===== config.mk =====
export PLATFORM = sky130hd
export DESIGN_NAME = race_state_fsm
export DESIGN_NICKNAME = d
export VERILOG_FILES = /design/src/rtl/race_state_fsm.sv
export SDC_FILE = /design/constraint.sdc
export NUM_CORES = 1
export LEC_CHECK = 0
export CORE_MARGIN = 2
export CORE_UTILIZATION = 58
export CTS_CLUSTER_DIAMETER = 40
export DETAILED_ROUTE_END_ITERATION = 12
export PLACE_DENSITY = 0.82
export SYNTH_ARGS = -nofsm -noshare
export SYNTH_HDL_FRONTEND = slang
export SYNTH_SLANG_ARGS = --single-unit
export TNS_END_PERCENT = 5

===== constraint.sdc =====
create_clock -name clk -period 2.6 [get_ports clk]
set_input_delay 0.26 -clock clk [delete_from_list [all_inputs] [get_ports clk]]
set_output_delay 0.26 -clock clk [all_outputs]
set_load 0.03 [all_outputs]

===== src/rtl/race_state_fsm.sv =====
// Race game controller: menu, peer sync, countdown, timed race with pause,
// and finish. All outputs registered; one clock domain.
module race_state_fsm #(
  parameter int TICKS_PER_SEC = 100_000_000,
  parameter int COUNT_SECS    = 3,
  parameter int MAX_RACE_SECS = 999
) (
  input  logic       clk,
  input  logic       rst,
  input  logic       start_pulse,
  input  logic       setting_pulse,
  input  logic       sync_ok,
  input  logic       pause_pulse,
  input  logic       finish_in,
  output logic [2:0] state,
  output logic [1:0] countdown,
  output logic [9:0] race_secs,
  output logic       sec_tick
);

  localparam int SUB_W = (TICKS_PER_SEC > 1) ? $clog2(TICKS_PER_SEC) : 1;
  localparam logic [SUB_W-1:0] SUB_LAST = SUB_W'(TICKS_PER_SEC - 1);
  localparam logic [1:0] CD_LOAD = 2'(COUNT_SECS);
  localparam logic [9:0] RACE_MAX = 10'(MAX_RACE_SECS);

  typedef enum logic [2:0] {
    IDLE      = 3'd0,
    SETTING   = 3'd1,
    SYNCING   = 3'd2,
    COUNTDOWN = 3'd3,
    RACING    = 3'd4,
    PAUSE     = 3'd5,
    FINISH    = 3'd6
  } state_t;

  state_t           state_q, state_n;
  logic [1:0]       countdown_q, countdown_n;
  logic [9:0]       race_secs_q, race_secs_n;
  logic [SUB_W-1:0] sub_cnt_q, sub_cnt_n;
  logic             sec_tick_q, sec_tick_n;
  logic             wrap;
  logic [SUB_W-1:0] sub_inc;

  assign wrap    = (sub_cnt_q == SUB_LAST);
  assign sub_inc = wrap ? '0 : sub_cnt_q + SUB_W'(1);

  always_ff @(posedge clk) begin
    if (rst) begin
      state_q     <= IDLE;
      countdown_q <= '0;
      race_secs_q <= '0;
      sub_cnt_q   <= '0;
      sec_tick_q  <= 1'b0;
    end else begin
      state_q     <= state_n;
      countdown_q <= countdown_n;
      race_secs_q <= race_secs_n;
      sub_cnt_q   <= sub_cnt_n;
      sec_tick_q  <= sec_tick_n;
    end
  end

  always_comb begin
    state_n     = state_q;
    countdown_n = countdown_q;
    race_secs_n = race_secs_q;
    sub_cnt_n   = sub_cnt_q;
    sec_tick_n  = 1'b0;

    case (state_q)
      IDLE: begin
        if (start_pulse) begin
          state_n = SYNCING;
        end else if (setting_pulse) begin
          state_n = SETTING;
        end
      end

      SETTING: begin
        if (setting_pulse) begin
          state_n     = IDLE;
          countdown_n = '0;
          race_secs_n = '0;
          sub_cnt_n   = '0;
        end
      end

      SYNCING: begin
        if (sync_ok) begin
          state_n     = COUNTDOWN;
          countdown_n = CD_LOAD;
          sub_cnt_n   = '0;
        end else if (start_pulse) begin
          state_n     = IDLE;
          countdown_n = '0;
          race_secs_n = '0;
          sub_cnt_n   = '0;
        end
      end

      COUNTDOWN: begin
        sub_cnt_n  = sub_inc;
        sec_tick_n = wrap;
        if (wrap) begin
          if (countdown_q <= 2'd1) begin
            state_n     = RACING;
            countdown_n = '0;
            race_secs_n = '0;
            sub_cnt_n   = '0;
          end else begin
            countdown_n = countdown_q - 2'd1;
          end
        end
      end

      RACING: begin
        sub_cnt_n  = sub_inc;
        sec_tick_n = wrap;
        // Saturation and finish_in both end the race; pause only applies otherwise.
        if (wrap) begin
          if (race_secs_q >= RACE_MAX - 10'd1) begin
            race_secs_n = RACE_MAX;
            state_n     = FINISH;
          end else begin
            race_secs_n = race_secs_q + 10'd1;
          end
        end
        if (finish_in) begin
          state_n = FINISH;
        end else if (pause_pulse && state_n == RACING) begin
          state_n = PAUSE;
        end
      end

      PAUSE: begin
        if (start_pulse) begin
          state_n     = IDLE;
          countdown_n = '0;
          race_secs_n = '0;
          sub_cnt_n   = '0;
        end else if (pause_pulse) begin
          state_n = RACING;
        end
      end

      FINISH: begin
        if (start_pulse) begin
          state_n     = IDLE;
          countdown_n = '0;
          race_secs_n = '0;
          sub_cnt_n   = '0;
        end
      end

      default: begin
        state_n     = IDLE;
        countdown_n = '0;
        race_secs_n = '0;
        sub_cnt_n   = '0;
      end
    endcase
  end

  assign state     = state_q;
  assign countdown = countdown_q;
  assign race_secs = race_secs_q;
  assign sec_tick  = sec_tick_q;

endmodule


==> flow_summary.toml <==
[die]
core_mm2 = 0.004661
die_w_um = 72.92
dieArea_mm2 = 0.005317
ios = 23
die_h_um = 72.92
start_util_pct = 59.11
rows = 25

[sta]
fmax_mhz = 435.5
rsz0062_at_grt = "false"
tns_ns = 0
fin_hold_ws_ns = 0.4915
fin_skew_ns = 0.01036
post-route-min-period_ns = 2.296
tightestPinTransition_ns = 0.7666
slew_headroom_pct = 48.73
setup-violations-final = 0
slew_viol_final = 0
fin_crit_sh_pct = 88.32
finalHoldViolCount = 0
setup_ws_ns = 0.3037

[drt]
wl_um = 7596
drc = 0
drt-pass1-iter-count = 5
drt_first_iter_violations = 288
wire_per_inst_um = 17.38
vias_per_cell = 7.032
vias = 3073
ant_nets = 0

[logic_synthesis]
syn_area_mm2 = 0.002755
synth_cell_types = 56
ys_seq_elements = 43
yosys_warnings = 0
async_flop_share_pct = 0
synth_fp_nets = 370
synth-seq-area-share_pct = 31.24
avgSynthCellArea_um2 = 7.653
synth_edf_count = 0
yosys_most_used_dff = "dfxtp_1"
netlist_instances = 360

[clock_tree]
cts_resized = 0
clk_path_buf_depth = 2
cts_setup_buffers = 0
clockRootBuffer = "clkbuf_8"
worst_skew_pair.late_latency_ns = 0.30
clkTransAtPathRegs_ns = 0.09
clock_sinks = 43
cts_buffers = 5
cts_max_level = 2
cts_tree = "done"
cts_hold_buf = 0

[global_routing]
overflow = 0
grtUsageTotal_pct = 29.50
antenna_found_initial = 0
grt_start_max_net_pins = 39
grt_pass1_wl_um = 12430
first_global_vias = 2665

[placement]
gp_congestion = 0.9544
dpl.hpwl_um = 5328
dp_slack_ns = 0.3559
portBuffers = 22
place_inst = 429

[worst_setup_path]
worstPathRequired_ns = 2.82
slowest_delay_ns = 0.56
cp-start-kind = "flop"
critPathKind = "flop to flop"
crit_path_cell_trace = "nand4_2 -> or4_4 -> or4_1 -> or4_1 -> o211ai_1"
worst_setup_path_end_kind = "flop"
cpMostUsedCell = "or4_1"
crit_fanout = 6
cp.arrival_ns = 2.51
cpMaxStageDelayCell = "or4_4"

[layout]
area_growth_pct = 15.40
final_layout_size_suffix_gt1_share_pct = 8.616
final_cell_mix = "dfxtp_1, nor2_1, a31oi_1, nand2_1, nand3_1"
nNetsFinal = 392
mostFrequentLayoutCell = "dfxtp_1"
final_cells = 437
antenna_cells = 0
fillers = 394

[power_and_ir_drop]
ir_drop_mv = 0.2905
p_leak_uw = 0.001069
powerDensity_mw_per_mm2 = 451.2
total_power_uw = 1435

[worst_hold_path]
hp-class = "flop to flop"

[job]
drv_cap = 0

[status]
outcome = "finished clean"
==> flip-flops by register name (all words and copies together) (netlist names) <==
register   count
sec_tick       1
race_secs     10
countdown      2
sub_cnt_q     27
state          3
==> area by class of cell <==
| type | instances | area [µm²] | share of cell area (%) |
|---|---|---|---|
| Inverter | 13 | 48.80 | 1.535 |
| Tap cell | 54 | 67.56 | 2.125 |
| Timing Repair Buffer | 37 | 345.3 | 10.86 |
| Clock buffer | 6 | 72.57 | 2.283 |
| Sequential cell | 43 | 860.8 | 27.08 |
| Multi-Input combinational cell | 282 | 1772 | 55.73 |
| Clock inverter | 2 | 12.51 | 0.3935 |
==> cell families after synthesis <==
kind of cell    synth area share (%)
simple gates                   33.52
compound gates                 28.70
flops                          31.24
buf+inv                        4.859
fa+ha+maj                      1.363
xor+xnor                      0.3180
==> worst max-delay path: cells and delay by family, from the launching register on <==
kind | cells | cell delay [ns]
flip-flops | 1 | 0.45
AO/OA/AOI/OAI | 1 | 0.09
AND/OR/NAND/NOR | 4 | 1.67
==> synthesized netlist by cell type, types with 6 or more instances <==
| master | n | area [µm²] |
|---|---|---|
| a211o_1 | 6 | 52.55 |
| a211oi_1 | 7 | 52.55 |
| a21oi_1 | 15 | 75.07 |
| a31oi_1 | 27 | 168.9 |
| a41oi_1 | 7 | 61.31 |
| and2_1 | 6 | 37.54 |
| and3_1 | 11 | 68.82 |
| and4_1 | 6 | 52.55 |
| clkbuf_1 | 19 | 71.32 |
| dfxtp_1 | 43 | 860.8 |
| inv_1 | 13 | 48.80 |
| nand2_1 | 25 | 93.84 |
| nand3_1 | 25 | 125.1 |
| nand4_1 | 16 | 100.1 |
| nor2_1 | 26 | 97.59 |
| nor3_1 | 6 | 30.03 |
| o211ai_1 | 8 | 60.06 |
| o21ai_0 | 15 | 75.07 |
| or3_1 | 12 | 75.07 |
| or4_1 | 6 | 45.04 |
==> final timing paths <==
check | startpoint | slack, ns | cells past startpoint | endpoint
worst max register to register | sub_cnt_q[6] | 0.30 | 5 | sub_cnt_q[19]
worst max-delay path | sub_cnt_q[6] | 0.30 | 5 | sub_cnt_q[19]
worst min-delay path | sub_cnt_q[26] | 0.49 | 1 | sub_cnt_q[26]
worst min register to register | sub_cnt_q[26] | 0.49 | 1 | sub_cnt_q[26]
==> metrics by stage <==
stage / util (%) / cell area (µm²)
2_1_floorplan: - / 2755
3_3_place_gp: 66.39 / 3094
3_5_place_dp: 66.39 / 3094
4_1_cts: 68.21 / 3179
5_1_grt: 68.21 / 3179
6_report: 68.21 / 3179
==> power breakdown <==
part           switching, µW  internal (µW)
clock network            229            188
logic                    208            119
registers               20.2            670
total                    458            976
==> per-layer routing <==
metal | up-vias | wire [µm] | GRT usage [%]
li1 | 1461 | - | -
met1 | 1444 | 3258 | 38.75
met2 | 146 | 3670 | 48.89
met3 | 22 | 530 | 4.558
met4 | 0 | 136 | 10.91
met5 | - | 0 | 0
(Power assumes the default switching activity.)
